`src/rtl/ipu_frame_sequencer.sv`:
```
// Frame-level controller for the IPU: arms on CPU command, gates camera pixel-valid for one
// frame per sample (with optional decimation) and holds the first detected coordinate in a mailbox.
`timescale 1ns/1ps
module ipu_frame_sequencer #(
    parameter int FRAME_W   = 640,
    parameter int FRAME_H   = 480,
    parameter int DRAIN_CYC = 64
) (
    input  logic        iCLK,
    input  logic        iRST,
    input  logic        iDVAL,
    input  logic [10:0] iX_Cont,
    input  logic [10:0] iY_Cont,
    input  logic        iStart,
    input  logic        iStop,
    input  logic        iContinuous,
    input  logic [3:0]  iSkip,
    input  logic        iAck,
    input  logic [10:0] iIPU_Row,
    input  logic [10:0] iIPU_Col,
    input  logic        iIPU_VALID,
    output logic        oIPU_DVAL,
    output logic        oCoordValid,
    output logic [10:0] oRow,
    output logic [10:0] oCol,
    output logic        oMiss,
    output logic [7:0]  oFrameCnt,
    output logic        oBusy
);
    localparam logic [2:0] S_IDLE   = 3'd0;
    localparam logic [2:0] S_SKIP   = 3'd1;
    localparam logic [2:0] S_ARM    = 3'd2;
    localparam logic [2:0] S_RUN    = 3'd3;
    localparam logic [2:0] S_DRAIN  = 3'd4;
    localparam logic [2:0] S_REPORT = 3'd5;
    localparam int DW = (DRAIN_CYC > 1) ? $clog2(DRAIN_CYC) : 1;

    logic [2:0]    r_state;
    logic [3:0]    r_skip;
    logic [3:0]    r_skipcnt;
    logic          r_cont;
    logic          r_cap;
    logic [10:0]   r_cap_row;
    logic [10:0]   r_cap_col;
    logic [DW-1:0] r_drain;

    logic          w_sof;
    logic          w_eof;
    logic [2:0]    w_nstate;
    logic          w_enter_rpt;
    logic          w_rpt_miss;
    logic [10:0]   w_rpt_row;
    logic [10:0]   w_rpt_col;

    assign w_sof = iDVAL && (iX_Cont == 11'd0) && (iY_Cont == 11'd0);
    assign w_eof = iDVAL && (iX_Cont == 11'(FRAME_W - 1)) && (iY_Cont == 11'(FRAME_H - 1));

    // A SOF seen while running means the camera restarted; it closes the old frame and is not passed.
    assign oIPU_DVAL = iDVAL && (((r_state == S_RUN) && !w_sof) || ((r_state == S_ARM) && w_sof));
    assign oBusy     = (r_state != S_IDLE);

    always_comb begin
        w_nstate    = r_state;
        w_enter_rpt = 1'b0;
        w_rpt_miss  = 1'b0;
        w_rpt_row   = r_cap ? r_cap_row : iIPU_Row;
        w_rpt_col   = r_cap ? r_cap_col : iIPU_Col;
        case (r_state)
            S_IDLE:  if (iStart) w_nstate = S_SKIP;
            S_SKIP:  if (r_skipcnt == 4'd0) w_nstate = S_ARM;
            S_ARM:   if (w_sof) w_nstate = S_RUN;
            S_RUN: begin
                if (w_eof || w_sof) begin
                    if (r_cap || iIPU_VALID) begin
                        w_nstate    = S_REPORT;
                        w_enter_rpt = 1'b1;
                    end else begin
                        w_nstate = S_DRAIN;
                    end
                end
            end
            S_DRAIN: begin
                if (iIPU_VALID) begin
                    w_nstate    = S_REPORT;
                    w_enter_rpt = 1'b1;
                end else if (r_drain == DW'(DRAIN_CYC - 1)) begin
                    w_nstate    = S_REPORT;
                    w_enter_rpt = 1'b1;
                    w_rpt_miss  = 1'b1;
                    w_rpt_row   = 11'h7FF;
                    w_rpt_col   = 11'h7FF;
                end
            end
            S_REPORT: if (iAck) w_nstate = r_cont ? S_SKIP : S_IDLE;
            default:  w_nstate = S_IDLE;
        endcase
        if (iStop) begin
            w_nstate    = S_IDLE;
            w_enter_rpt = 1'b0;
        end
    end

    always_ff @(posedge iCLK or posedge iRST) begin
        if (iRST) begin
            r_state     <= S_IDLE;
            r_skip      <= 4'd0;
            r_skipcnt   <= 4'd0;
            r_cont      <= 1'b0;
            r_cap       <= 1'b0;
            r_cap_row   <= 11'd0;
            r_cap_col   <= 11'd0;
            r_drain     <= '0;
            oCoordValid <= 1'b0;
            oRow        <= 11'd0;
            oCol        <= 11'd0;
            oMiss       <= 1'b0;
            oFrameCnt   <= 8'd0;
        end else begin
            r_state <= w_nstate;
            r_drain <= (r_state == S_DRAIN) ? r_drain + 1'b1 : '0;

            if (!iStop) begin
                if (r_state == S_IDLE && iStart) begin
                    r_skip    <= iSkip;
                    r_cont    <= iContinuous;
                    r_skipcnt <= iSkip;
                end else if (r_state == S_SKIP && r_skipcnt != 4'd0 && w_sof) begin
                    r_skipcnt <= r_skipcnt - 4'd1;
                end else if (r_state == S_REPORT && iAck) begin
                    r_skipcnt <= r_skip;
                end
            end

            // Only the first coordinate of a sampled frame is kept.
            if (r_state == S_ARM && w_sof)
                r_cap <= 1'b0;
            else if (r_state == S_RUN && iIPU_VALID && !r_cap) begin
                r_cap     <= 1'b1;
                r_cap_row <= iIPU_Row;
                r_cap_col <= iIPU_Col;
            end

            if (w_enter_rpt) begin
                oCoordValid <= 1'b1;
                oRow        <= w_rpt_row;
                oCol        <= w_rpt_col;
                oMiss       <= w_rpt_miss;
                oFrameCnt   <= oFrameCnt + 8'd1;
            end else if (iStop || (r_state == S_REPORT && iAck)) begin
                oCoordValid <= 1'b0;
                oMiss       <= 1'b0;
            end
        end
    end
endmodule

```
`config.mk`:
```
export PLATFORM = sky130hd
export DESIGN_NAME = ipu_frame_sequencer
export DESIGN_NICKNAME = d
export VERILOG_FILES = /design/src/rtl/ipu_frame_sequencer.sv
export SDC_FILE = /design/constraint.sdc
export NUM_CORES = 1
export LEC_CHECK = 0
export CAP_MARGIN = 20
export CORE_ASPECT_RATIO = 1.5
export CORE_MARGIN = 4
export CORE_UTILIZATION = 50
export CTS_CLUSTER_DIAMETER = 120
export DETAILED_ROUTE_END_ITERATION = 10
export GPL_TIMING_DRIVEN = 0
export PLACE_DENSITY = 0.89
export SYNTH_ARGS = -nofsm -noshare
export SYNTH_HDL_FRONTEND = slang
export SYNTH_SLANG_ARGS = --single-unit
```
`constraint.sdc`:
```
create_clock -name iCLK -period 3 [get_ports iCLK]
set_input_delay 0.75 -clock iCLK [delete_from_list [all_inputs] [get_ports iCLK]]
set_output_delay 0.75 -clock iCLK [all_outputs]
set_load 0.01 [all_outputs]
```
==> key figures <==
Outcome
  • Status: finished clean

Detailed routing
  • # DRC: 0
  • Final wirelength: 8920 um
  • Avg WL per Cell: 16.9 um
  • Via count: 2911
  • First drt pass iteration count: 4
  • DR iter-0 viols: 124
  • Post-route ant nets: 0
  • Vias per cell: 5.50

CTS
  • Clock latency on the worst-skew pair: 350 ps
  • Worst-path clk slew: 80 ps
  • CTS Buf Count: 9
  • CTS hold repair buffers: 0
  • Max clock buf depth: 2
  • TritonCTS clock tree: done
  • TritonCTS sink count: 73
  • Htree depth: 3
  • Root Driver: clkbuf_8

Cells and area
  • Post-Layout Cell Count: 529
  • Reg area: 0.00183 mm2
  • Layout cells sized above 1: 21.2%
  • Syn-to-layout area delta: 34.4%
  • Fill count: 507
  • Fin util: 69.4%
  • Antenna Diode Count: 0
  • Multi-input logic area: 0.00189 mm2
  • Net count of the finished layout: 483
  • Highest-count cells in the layout ignoring fill and taps: dfrtp_1 (73), clkdlybuf4s50_1 (69), mux2_2 (33)
  • Commonest non-fill, non-tap cell in the layout: dfrtp_1

Global route
  • Number of global-route vias before repair: 3047
  • Largest net degree at the start of global routing: 74
  • Global Route Usage Sum: 20.9%
  • Initial antenna violation count: 0
  • Aggregate global routing overflow: 0
  • First-pass GRT wire length: 14700 um

Floorplan
  • Die ar.: 0.00899 mm2
  • Cell Rows: 38
  • Die W: 78.8 um
  • Top Ports: 90
  • Die Span Y: 114 um
  • Starting Density: 51.7%
  • Total core area: 0.00727 mm2

Synthesis
  • Syn Inst Count: 320
  • Number of synthesized flops with an enable pin: 0
  • Prevailing post-synth register cell: dfrtp_1
  • Count of different cell masters after synthesis: 51
  • Mapped Area: 0.00376 mm2
  • Top cells by area, synth: dfrtp_1 (49%), mux2_2 (9.9%), mux2_4 (7.6%), mux2i_1 (6.1%), nand2_1 (3.3%)
  • Yosys reg bits: 73
  • Synthesized area per cell: 11.7 um2
  • Sequential share of the synthesized area: 48.6%
  • Ys Warns: 0
  • Post-Syn Nets: 379
  • Fraction of registers with async set/reset: 100%
  • Dominant cell type by area after synthesis: dfrtp_1
  • Share of the synthesized area in the top cell type: 48.6%

Placement
  • Post-DP HPWL: 6490 um
  • Port bufs: 89
  • Gpl congestion: 0.868
  • Placed Instances: 509

Setup path
  • FF-to-FF setup slack: 210 ps
  • Worst reg2reg path depth: 7
  • Critical-path cell list: clkdlybuf4s50_1, nor4b_4, nand2_2, nor2_2, xnor2_1, and3_1, buf_2
  • Slowest stage cell on the critical path: clkdlybuf4s50_1
  • Delay-heaviest family, CP: simple AND/OR/NAND/NOR gates
  • Critical Path Fanout Max: 3
  • Slowest cell delay on critical path: 460 ps
  • Worst setup path category: in -> out
  • CP Capture Type: output pin
  • CP Buf/Inv Count: 2
  • Worst EP required: 2250 ps
  • Worst Setup Start Kind: input pin
  • CP arrival: 2140 ps
  • R2r startpoint: r_skipcnt[0]$_DFFE_PP0P_
  • Critical R2R Capture: r_skipcnt[2]$_DFFE_PP0P_

Power and ir drop
  • VDD IR max: 0.442 mV
  • Leakage power: 2.30 nW
  • Power per cell area: 674 mW/mm2

Timing
  • Final Max Tran Viols: 0
  • Final min period: 2890 ps
  • Fin crit share: 96.2%
  • Fmax: 346 MHz
  • Least-Margin Pin Slew: 879 ps
  • Worst slew margin: 41.4%
  • Skew final: 7.15 ps
  • Fin. Hold Viols: 0
  • Setup violators final: 0

Min path
  • Worst hold path class: reg -> reg
  • Hold path endpoint: oFrameCnt[7]$_DFFE_PP0P_
  • Hold path start: oFrameCnt[7]$_DFFE_PP0P_
  • Hold-critical path depth: 1

Run
  • Max-Cap Viols: 0
layout make-up:
type / instances / share of cell area [%]
sequential: 73 / 36.2
multi-input combinational: 225 / 37.4
clock buffer: 11 / 2.60
inverter: 7 / 0.570
buffer: 15 / 1.46
tap: 100 / 2.48
timing repair buffer: 93 / 18.6
clock inverter: 5 / 0.644
cells by family after synthesis:
group | synth area share [%]
multiplexers | 23.6
buffers and inverters | 2.66
AND/OR/NAND/NOR | 13.6
XOR/XNOR | 3.26
flip-flops | 48.6
adder cells (fa/ha/maj) | 0.999
AO/OA/AOI/OAI | 7.23
sequential cells by signal (all words and copies together), names as in the netlist, 4 cells and up:
signal,count
r_skip,4
oRow,11
oCol,11
r_cap_row,11
r_skipcnt,4
oFrameCnt,8
r_cap_col,11
r_drain,6
Yosys cell counts, drive strengths merged, types with 2 or more instances:
cell     number
nor2b         2
nor4          6
mux2i        23
nor3b         2
o31ai         2
o311ai        2
ha            3
a31oi         5
mux2         52
xnor2        10
nand2        33
inv           7
o21bai        2
nor2         14
o2111ai       4
o21ai         2
and3          6
and2          5
nor3          6
nand4         5
nand3         8
xor2          4
a21oi         8
clkbuf       10
or4           2
buf           5
dfrtp        73
o211ai        2
worst max-delay path by stage:
stage / start / to / slack [ps] / depth (start not counted)
after floorplan: iY_Cont[8] / oCol[6]$_DFFE_PP0P_ / 390 / 6
after global routing: iX_Cont[9] / oIPU_DVAL / -8 / 8
after detailed placement: iDVAL / oIPU_DVAL / -780 / 7
after global placement: iRST / r_cap_col[9]$_DFFE_PP0P_ / -740 / 2
final: iY_Cont[5] / oIPU_DVAL / 110 / 7
after CTS: iX_Cont[5] / oIPU_DVAL / 1 / 8
stage by stage:
| step | hold WS, ps | instance area, um2 | total power [mW] | worst slack, ps | TNS [ps] |
|---|---|---|---|---|---|
| after floorplan | 453 | 3760 | 2.26 | 386 | 0 |
| after global placement | 465 | 4770 | 2.69 | -736 | -61020 |
| after detailed placement | 468 | 4780 | 2.75 | -780 | -9850 |
| after CTS | 480 | 5000 | 3.41 | 1.42 | 0 |
| after global routing | 503 | 5050 | 3.60 | -8.40 | -8.40 |
| final | 477 | 5050 | 3.40 | 113 | 0 |
metal layers:
metal  track usage [%]  up-vias  share of wire [%]
met5                 0        -                  0
met4              9.22        0                2.6
met3              4.96       24                4.8
met2              36.5       96                 54
met1              24.1     1426                 39
li1                  -     1365                  -
power breakdown:
| group | switching (mW) | total, mW | internal (mW) |
|---|---|---|---|
| sequential | 0.199 | 1.50 | 1.30 |
| clock | 0.371 | 0.668 | 0.297 |
| combinational | 0.517 | 1.24 | 0.719 |
what timing repair did:
| item | 4_1_cts | 5_1_grt |
|---|---|---|
| hold endpoints to repair | 0 | 0 |
| buffers inserted | 3 | 1 |
| gates resized for setup | 20 | 14 |
| setup endpoints to repair | 20 | 20 |
| pin swaps | 5 | 9 |
Note: power is estimated with default switching activity, not from simulation.
